File: src/rtl/sal_cmd_sched.sv
// rtl/sal_cmd_sched.sv - channel DRAM command scheduler, class priority + per-class round-robin
// Optional anti-starvation promotion enabled by defining SAL_CMD_SCHED_STARVE_EN.
`ifndef DRAM_RA_WIDTH
`define DRAM_RA_WIDTH 16
`endif
`ifndef DRAM_CA_WIDTH
`define DRAM_CA_WIDTH 10
`endif

module sal_cmd_sched #(
    parameter int NUM_BANKS    = 4,
    parameter int BA_WIDTH     = $clog2(NUM_BANKS),
    parameter int RA_WIDTH     = `DRAM_RA_WIDTH,
    parameter int CA_WIDTH     = `DRAM_CA_WIDTH,
    parameter int ID_WIDTH     = 4,
    parameter int LEN_WIDTH    = 4,
    parameter int STARVE_LIMIT = 15
) (
    input  logic                           clk,
    input  logic                           rst_n,
    input  logic                           stall_i,
    input  logic [NUM_BANKS-1:0]           act_req_i,
    input  logic [NUM_BANKS-1:0]           rd_req_i,
    input  logic [NUM_BANKS-1:0]           wr_req_i,
    input  logic [NUM_BANKS-1:0]           pre_req_i,
    input  logic [NUM_BANKS-1:0]           ref_req_i,
    input  logic [NUM_BANKS*RA_WIDTH-1:0]  ra_i,
    input  logic [NUM_BANKS*CA_WIDTH-1:0]  ca_i,
    input  logic [NUM_BANKS*ID_WIDTH-1:0]  id_i,
    input  logic [NUM_BANKS*LEN_WIDTH-1:0] len_i,
    output logic [NUM_BANKS-1:0]           act_gnt_o,
    output logic [NUM_BANKS-1:0]           rd_gnt_o,
    output logic [NUM_BANKS-1:0]           wr_gnt_o,
    output logic [NUM_BANKS-1:0]           pre_gnt_o,
    output logic [NUM_BANKS-1:0]           ref_gnt_o,
    output logic                           cmd_valid_o,
    output logic [2:0]                     cmd_o,
    output logic [BA_WIDTH-1:0]            cmd_ba_o,
    output logic [RA_WIDTH-1:0]            cmd_ra_o,
    output logic [CA_WIDTH-1:0]            cmd_ca_o,
    output logic [ID_WIDTH-1:0]            cmd_id_o,
    output logic [LEN_WIDTH-1:0]           cmd_len_o
);

    localparam logic [2:0] CMD_NOP = 3'd0;
    localparam logic [2:0] CMD_ACT = 3'd1;
    localparam logic [2:0] CMD_RD  = 3'd2;
    localparam logic [2:0] CMD_WR  = 3'd3;
    localparam logic [2:0] CMD_PRE = 3'd4;
    localparam logic [2:0] CMD_REF = 3'd5;

    localparam logic [1:0] CLS_REF = 2'd0;
    localparam logic [1:0] CLS_CAS = 2'd1;
    localparam logic [1:0] CLS_ACT = 2'd2;
    localparam logic [1:0] CLS_PRE = 2'd3;

    logic [BA_WIDTH-1:0]  ptr [4];
    logic [NUM_BANKS-1:0] cas_req;
    logic [NUM_BANKS-1:0] eff_ref;
    logic [NUM_BANKS-1:0] eff_cas;
    logic [NUM_BANKS-1:0] eff_act;
    logic [NUM_BANKS-1:0] eff_pre;
    logic [NUM_BANKS-1:0] any_req;
    logic [NUM_BANKS-1:0] cand;
    logic [NUM_BANKS-1:0] onehot;
    logic [1:0]           win_cls;
    logic [BA_WIDTH-1:0]  win;
    logic [BA_WIDTH-1:0]  idx;
    logic                 found;
    logic                 gnt;
    logic [2:0]           gnt_cmd;

`ifdef SAL_CMD_SCHED_STARVE_EN
    localparam int CNT_W = $clog2(STARVE_LIMIT + 1);
    logic [CNT_W-1:0]     wait_cnt [NUM_BANKS];
    logic [NUM_BANKS-1:0] starved;
    logic                 st_found;
    logic [BA_WIDTH-1:0]  st_bank;
`endif

    always_comb begin
        cas_req = rd_req_i | wr_req_i;
        eff_ref = ref_req_i;
        eff_cas = cas_req & ~ref_req_i;
        eff_act = act_req_i & ~ref_req_i & ~cas_req;
        eff_pre = pre_req_i & ~ref_req_i & ~cas_req & ~act_req_i;
        any_req = ref_req_i | cas_req | act_req_i | pre_req_i;

        win_cls = CLS_PRE;
        cand    = eff_pre;
        if (|eff_act) begin win_cls = CLS_ACT; cand = eff_act; end
        if (|eff_cas) begin win_cls = CLS_CAS; cand = eff_cas; end
        if (|eff_ref) begin win_cls = CLS_REF; cand = eff_ref; end

        found = 1'b0;
        win   = '0;
        idx   = '0;
        for (int i = 0; i < NUM_BANKS; i++) begin
            idx = ptr[win_cls] + BA_WIDTH'(i);
            if (!found && cand[idx]) begin
                found = 1'b1;
                win   = idx;
            end
        end

`ifdef SAL_CMD_SCHED_STARVE_EN
        // A starved bank bypasses class priority but keeps its own class.
        st_found = 1'b0;
        st_bank  = '0;
        for (int b = 0; b < NUM_BANKS; b++)
            starved[b] = any_req[b] && (wait_cnt[b] >= CNT_W'(STARVE_LIMIT));
        for (int b = NUM_BANKS - 1; b >= 0; b--) begin
            if (starved[b]) begin
                st_found = 1'b1;
                st_bank  = BA_WIDTH'(b);
            end
        end
        if (st_found) begin
            found = 1'b1;
            win   = st_bank;
            if (eff_ref[st_bank])      win_cls = CLS_REF;
            else if (eff_cas[st_bank]) win_cls = CLS_CAS;
            else if (eff_act[st_bank]) win_cls = CLS_ACT;
            else                       win_cls = CLS_PRE;
        end
`endif

        gnt    = found & ~stall_i & rst_n;
        onehot = gnt ? (NUM_BANKS'(1) << win) : '0;

        case (win_cls)
            CLS_REF: gnt_cmd = CMD_REF;
            CLS_CAS: gnt_cmd = rd_req_i[win] ? CMD_RD : CMD_WR;
            CLS_ACT: gnt_cmd = CMD_ACT;
            default: gnt_cmd = CMD_PRE;
        endcase

        ref_gnt_o = (win_cls == CLS_REF) ? onehot : '0;
        rd_gnt_o  = (gnt_cmd == CMD_RD)  ? onehot : '0;
        wr_gnt_o  = (gnt_cmd == CMD_WR)  ? onehot : '0;
        act_gnt_o = (win_cls == CLS_ACT) ? onehot : '0;
        pre_gnt_o = (win_cls == CLS_PRE) ? onehot : '0;
    end

    always_ff @(posedge clk or negedge rst_n) begin
        if (!rst_n) begin
            for (int c = 0; c < 4; c++)
                ptr[c] <= '0;
        end else if (gnt) begin
            ptr[win_cls] <= win + BA_WIDTH'(1);
        end
    end

`ifdef SAL_CMD_SCHED_STARVE_EN
    always_ff @(posedge clk or negedge rst_n) begin
        if (!rst_n) begin
            for (int b = 0; b < NUM_BANKS; b++)
                wait_cnt[b] <= '0;
        end else if (!stall_i) begin
            for (int b = 0; b < NUM_BANKS; b++) begin
                if (!any_req[b] || (gnt && win == BA_WIDTH'(b)))
                    wait_cnt[b] <= '0;
                else if (wait_cnt[b] != {CNT_W{1'b1}})
                    wait_cnt[b] <= wait_cnt[b] + CNT_W'(1);
            end
        end
    end
`endif

    // Payload fields only move on a real grant so the bus stays quiet on NOPs.
    always_ff @(posedge clk or negedge rst_n) begin
        if (!rst_n) begin
            cmd_valid_o <= 1'b0;
            cmd_o       <= CMD_NOP;
            cmd_ba_o    <= '0;
            cmd_ra_o    <= '0;
            cmd_ca_o    <= '0;
            cmd_id_o    <= '0;
            cmd_len_o   <= '0;
        end else if (gnt) begin
            cmd_valid_o <= 1'b1;
            cmd_o       <= gnt_cmd;
            cmd_ba_o    <= win;
            cmd_ra_o    <= ra_i[win*RA_WIDTH +: RA_WIDTH];
            cmd_ca_o    <= ca_i[win*CA_WIDTH +: CA_WIDTH];
            cmd_id_o    <= id_i[win*ID_WIDTH +: ID_WIDTH];
            cmd_len_o   <= len_i[win*LEN_WIDTH +: LEN_WIDTH];
        end else begin
            cmd_valid_o <= 1'b0;
            cmd_o       <= CMD_NOP;
        end
    end

endmodule

File: config.mk
export PLATFORM = sky130hd
export DESIGN_NAME = sal_cmd_sched
export DESIGN_NICKNAME = d
export VERILOG_FILES = /design/src/rtl/sal_cmd_sched.sv
export SDC_FILE = /design/constraint.sdc
export NUM_CORES = 1
export LEC_CHECK = 0
export BUFFER_PORTS_ARGS = -buffer_cell sky130_fd_sc_hd__buf_2
export CORE_MARGIN = 4
export CORE_UTILIZATION = 48
export DETAILED_ROUTE_END_ITERATION = 7
export PLACE_DENSITY = 0.88
export SYNTH_ARGS = -nofsm -noshare
export SYNTH_HDL_FRONTEND = slang
export SYNTH_SLANG_ARGS = --single-unit
File: constraint.sdc
create_clock -name clk -period 6.9 [get_ports clk]
set_input_delay 0.69 -clock clk [delete_from_list [all_inputs] [get_ports clk]]
set_output_delay 0.69 -clock clk [all_outputs]
set_load 0.01 [all_outputs]
==> results of run 1 <==
-- worst max path at each step --
stage                  from          end  cells after the start
4_1_cts        ref_req_i[2]  rd_gnt_o[3]                     12
3_5_place_dp   ref_req_i[2]  rd_gnt_o[3]                     12
2_1_floorplan   wr_req_i[0]  rd_gnt_o[0]                     13
3_3_place_gp   ref_req_i[2]  rd_gnt_o[2]                     12
5_1_grt        ref_req_i[3]  rd_gnt_o[3]                     13
6_report       ref_req_i[2]  rd_gnt_o[1]                     12
-- cell type report --
class | instances | area, µm²
inverters | 8 | 30.0
multi-input cells | 305 | 2260
fillers | 609 | 2400
repair buffers | 226 | 1150
clock buffers | 6 | 82.6
well taps | 99 | 124
clock inverters | 2 | 38.8
flip-flops and latches | 48 | 1200
-- critical path: stages --
cell	delay [ns]
buf_2	0.14
or4b_4	0.57
and2_1	0.22
a31o_1	0.27
a211oi_4	0.36
nor2_1	0.14
a221o_1	0.40
nor2_8	0.54
inv_2	0.15
o2111a_1	0.32
nor3_1	0.20
buf_2	0.16
-- power groups by stage --
| stage | Sequential, µW | Clock (µW) | Combinational [µW] |
|---|---|---|---|
| 2_1_floorplan | 488 | 0 | 405 |
| 3_3_place_gp | 447 | 0 | 680 |
| 3_5_place_dp | 447 | 0 | 710 |
| 4_1_cts | 446 | 221 | 710 |
| 5_1_grt | 460 | 231 | 770 |
| 6_report | 449 | 218 | 712 |
-- cells in the final DEF, fill, tap and decap left out, types with 8 or more instances in the layout --
cell type  netlist  routed
dfrtp_1         48      48
a21boi_0        32      32
nor2_1          13      13
ha_1             9       9
nand3_1         39      39
o21ai_0         45      45
and3_1          14      14
buf_2            6     218
mux2_2          37      37
a221o_1         35      35
buf_4            0       8
nand2_1         17      17
-- state kept, by name, summed over array words and instances (netlist names) --
| name | cells |
|---|---|
| cmd_len_o | 4 |
| ptr | 8 |
| cmd_ca_o | 10 |
| cmd_valid_o | 1 |
| cmd_ra_o | 16 |
| cmd_ba_o | 2 |
| cmd_o | 3 |
| cmd_id_o | 4 |
-- layer usage --
metal  vias up  GRT usage, %
li1       1909             -
met3        38          5.18
met5         -             0
met1      2002          34.6
met4         0          9.74
met2       261          48.3
-- stage by stage --
step | util (%) | cells | setup slack, ns | hold slack (ns)
floorplan | - | 393 | 2.69 | 0.394
global placement | 65.4 | 686 | 2.25 | 0.459
detailed placement | 65.4 | 686 | 2.08 | 0.468
CTS | 67.1 | 694 | 2.08 | 0.488
global route | 67.1 | 694 | 1.85 | 0.514
finish | 67.1 | 694 | 2.05 | 0.474
-- cell families after synthesis --
kind of cell / Yosys count
muxes: 38
buffers and inverters: 40
DFF: 48
adders and majority gates: 9
and+or+nand+nor: 111
AOI/OAI and AO/OA: 147
==> run_results.csv, run 1 <==
group,metric,value,unit
outcome,outcome,"finished clean",
synth,synthMuxAreaShare,11.8,%
synth,syn-cell-area,3630,µm²
synth,ys_seq_area_share,33.1,%
synth,synth_compound_area_share,30.5,%
cells_and_area,design_area,4890,µm²
cells_and_area,areaGrowthSynthToFinish,34.8,%
die,rows,31,
synth,synth_cell_types,47,
route,viasPerCell,6.07,
route,wl_met1,4.84,mm
clocking,cts_tree,"done",
worst_setup_path,reg2reg_depth,9,
timing,slew_headroom,44.9,%
die,io-pin-count,219,
placed_design,port_buffers,218,
timing,fmax,206,MHz
die,dieArea,9010,µm²
cells_and_area,nNetsFinal,762,
synth,netlist_instances,393,
route,wl_per_cell,19.1,µm
pwr,ir_worst_vdd,0.000146,V
route,met2_wirelength,6.77,mm
timing,final_max_slew_viol_count,0,
clocking,clk_path_buf_depth,2,
timing,hold_viol,0,
route,vias,4210,
worst_setup_path,crit_path_end_kind,"output port",
worst_setup_path,worstReg2RegStart,"ptr[3]",
clocking,clkSlewWorstSetupHoldPaths,0.09,ns
worst_setup_path,path_class,"in -> out",
worst_setup_path,cp_max_fo,37,
clocking,ctsResizeCount,0,
route,drtIter0Drc,257,
clocking,cts_max_level,2,
timing,worst_pin_slew,0.819,ns
clocking,clock_latency,0.30,ns
die,die_h,94.9,µm
synth,synth_top_family_by_area,"compound AO/OA/AOI/OAI gates",
synth,yosys_register_bits,48,
die,start_util,49.8,%
route,wl_met3,1.21,mm
synth,synth_most_common_cell,"dfrtp_1",
placed_design,dp_hpwl,10.1,mm
clocking,cts.sinks,48,
route,ant_nets,0,
pwr,total_power,1380,µW
worst_setup_path,cp.required,6.21,ns
worst_setup_path,rr_endpoint,"cmd_ra_o[8]",
route,drt_drc_violations_left,0,
grt,grt_pass1_wl,19.9,mm
cells_and_area,drive_above_1_share,48.1,%
synth,synthTopCellsByCount,"dfrtp_1 (48), o21ai_0 (45), nand3_1 (39)",
synth,yosysTopAreaCell,"dfrtp_1",
pwr,p_int,822,µW
job,drv_cap,0,
clocking,cts-root-buf,"clkbuf_8",
timing,min_period,4.85,ns
synth,yosysTopAreaCellShare,33.1,%
synth,yosys_warnings,0,
clocking,cts_made_buffers,5,
route,top_layer_used,"met4",
worst_setup_path,arrival,4.16,ns
synth,synthAdderAreaFrac,3.10,%
route,drt_pass1_iterations,5,
pwr,p_comb_share,51.6,%
timing,setup_viol,0,
pwr,p_seq_share,32.5,%
route,wl,13.2,mm
grt,grt_max_degree,50,
synth,synth-xor-area-share,0,%
grt,grt_antenna_before_repair,0,
pwr,p_clk_share,15.8,%
synth,synth_nets,561,
placed_design,gp_congestion,0.916,
synth,synth_area_leaders,"dfrtp_1 (33%), mux2_2 (11%), a221o_1 (9.7%)",
synth,synth_edf_count,0,
pwr,swShare,40.4,%
die,core_region_area,7290,µm²
min_path,hold_class,"in -> async",
clocking,cts_hold_buf,0,
synth,synthSimpleGateAreaFrac,16.5,%
timing,rsz0062_at_grt,"no",
placed_design,place_area,4770,µm²
synth,synth_ff_type,"dfrtp_1",
pwr,p_leak,0.00243,µW
grt,grt_pass1_vias,4122,
worst_setup_path,critPathLaunchType,"input port",
synth,synth.avg_cell_area,9.23,µm²
die,die_w,94.9,µm
grt,groute.usage.overall,27.9,%
timing,skew,0.00782,ns
clocking,cts_setup_buffers,0,
grt,grt-ovfl-total,0,
pwr,power.switching,557,µW
timing,setup-tns-final,0,ns
synth,async_reset_ff_share,100,%
worst_setup_path,reg2reg_slack,3.87,ns
timing,fin_crit_sh,70.3,%
cells_and_area,diodes,0,
pwr,powerDensity,282,nW/µm²
Note: power is estimated with default switching activity, not from simulation.
==> run 2, diff against run 1 <==
CORE_UTILIZATION = 44   (was 48)
PLACE_DENSITY = 0.81   (was 0.88)
clock period = 4.6 ns   (was 6.9 ns; I/O delays follow)
==> run_results.csv, run 2 (synthesis gave the netlist of run 1 again) <==
group,metric,value,unit
route,wl_per_cell,18.9,µm
worst_setup_path,critPathLaunchType,"input port",
die,start_util,46.0,%
clocking,cts_tree,"done",
pwr,p_comb_share,53.4,%
clocking,cts_hold_buf,0,
route,vias,4136,
route,drt_pass1_iterations,5,
die,io-pin-count,219,
clocking,ctsResizeCount,0,
worst_setup_path,arrival,3.56,ns
die,core_region_area,7890,µm²
clocking,cts-root-buf,"clkbuf_8",
pwr,total_power,2010,µW
die,die_w,98.8,µm
placed_design,gp_congestion,0.898,
timing,setup_viol,0,
timing,fmax,249,MHz
cells_and_area,nNetsFinal,766,
grt,grt-ovfl-total,0,
clocking,clkSlewWorstSetupHoldPaths,0.09,ns
grt,grt_use_met3,4.10,%
outcome,outcome,"finished clean",
route,drt_drc_violations_left,0,
pwr,ir_worst_vdd,0.000217,V
timing,setup-tns-final,0,ns
min_path,hold_class,"in -> async",
worst_setup_path,path_class,"in -> out",
worst_setup_path,reg2reg_depth,8,
timing,hold_viol,0,
placed_design,dp_hpwl,10.2,mm
clocking,cts.sinks,48,
grt,grt_pass1_vias,4123,
grt,grt_pass1_wl,20.9,mm
cells_and_area,drive_above_1_share,48.3,%
route,wl,13.2,mm
route,ant_nets,0,
placed_design,place_ws,0.564,ns
pwr,power.switching,819,µW
clocking,cts_made_buffers,5,
worst_setup_path,crit_path_end_kind,"output port",
route,viasPerCell,5.91,
timing,fin_crit_sh,87.4,%
worst_setup_path,cp.required,4.14,ns
clocking,cts_max_level,2,
die,dieArea,9760,µm²
cells_and_area,top_register,"cmd_ra_o",
pwr,powerDensity,410,nW/µm²
pwr,p_seq_share,33.5,%
clocking,clk_path_buf_depth,2,
timing,min_period,4.02,ns
timing,final_max_slew_viol_count,0,
pwr,p_clk_share,13.1,%
worst_setup_path,rr_endpoint,"cmd_ca_o[2]",
die,rows,32,
pwr,swShare,40.8,%
cells_and_area,areaGrowthSynthToFinish,34.9,%
timing,rsz0062_at_grt,"no",
worst_setup_path,reg2reg_slack,1.62,ns
grt,grt_use_met2,43.3,%
grt,use_met1,34.6,%
cells_and_area,diodes,0,
job,drv_cap,0,
die,die_h,98.8,µm
timing,setup_ws,0.582,ns
cells_and_area,reg_top3,"cmd_ra_o: 16 flops, cmd_ca_o: 10 flops, ptr: 8 flops",
grt,busiest_layer,"met2",
cells_and_area,mostFrequentLayoutCells,"buf_2 (218), dfrtp_1 (48), o21ai_0 (45)",
grt,grt_antenna_before_repair,0,
clocking,clock_latency,0.30,ns
grt,groute.usage.overall,26.2,%
placed_design,port_buffers,218,
pwr,p_int,1190,µW
grt,grt_max_degree,50,
worst_setup_path,cp_max_fo,15,
cells_and_area,final_common_cell,"buf_2",
route,drtIter0Drc,234,
timing,skew,0.00893,ns
timing,worst_pin_slew,0.681,ns
pwr,p_leak,0.00243,µW
clocking,cts_setup_buffers,0,
cells_and_area,largest_register_ffs,16,
timing,slew_headroom,54.2,%
worst_setup_path,worstReg2RegStart,"ptr[4]",
==> run 2: changes by cell type in the layout (fill, tap and decap cells not counted), sizes merged <==
cell / delta
bufinv: -1
buf: +4
==> run 2: per-stage QoR <==
step	hold slack (ns)	instance area [µm²]	instances	util [%]
floorplan	0.164	3630	393	-
global placement	0.461	4800	693	60.9
detailed placement	0.464	4800	693	60.9
CTS	0.283	4900	700	62.1
global route	0.306	4900	700	62.1
finish	0.253	4900	700	62.1
==> run 2: worst max-delay path: stages <==
cell	delay, ns
buf_2	0.13
or4b_4	0.55
and2_1	0.22
a31o_1	0.27
a211oi_4	0.31
nor2_1	0.13
a221o_1	0.45
nor2_8	0.28
inv_2	0.11
o2111a_1	0.30
nor3_1	0.18
buf_2	0.15
==> run 2: routing by layer <==
layer / wire, µm / part of all wire (%) / up-vias
li1: - / - / 1923
met3: 1080 / 8.2 / 33
met4: 403 / 3.1 / 0
met2: 6520 / 49 / 227
met1: 5190 / 39 / 1953
met5: 0 / 0 / -
==> run 2: how the worst max path moves through the flow <==
stage / startpoint / cells after the start / slack, ns / endpoint
6_report: ref_req_i[2] / 12 / 0.58 / rd_gnt_o[3]
5_1_grt: ref_req_i[1] / 11 / 0.25 / rd_gnt_o[0]
4_1_cts: ref_req_i[2] / 12 / 0.57 / rd_gnt_o[3]
3_5_place_dp: ref_req_i[2] / 11 / 0.56 / cmd_id_o[3]
3_3_place_gp: ref_req_i[2] / 12 / 0.66 / rd_gnt_o[3]
2_1_floorplan: wr_req_i[0] / 13 / 0.85 / rd_gnt_o[0]
==> run 2: area by class of cell <==
class / count / area, µm²
flip-flops and latches: 48 / 1200
inverters: 8 / 30.0
repair buffers: 230 / 1180
clock inverters: 1 / 8.76
well taps: 102 / 128
fillers: 672 / 2990
clock buffers: 6 / 82.6
multi-input cells: 305 / 2260
==> run 2: power groups by stage <==
stage | Sequential (µW) | Combinational [µW] | Clock [µW]
2_1_floorplan | 732 | 607 | 0
3_3_place_gp | 673 | 1050 | 0
3_5_place_dp | 672 | 1080 | 0
4_1_cts | 671 | 1080 | 273
5_1_grt | 689 | 1170 | 286
6_report | 673 | 1070 | 263
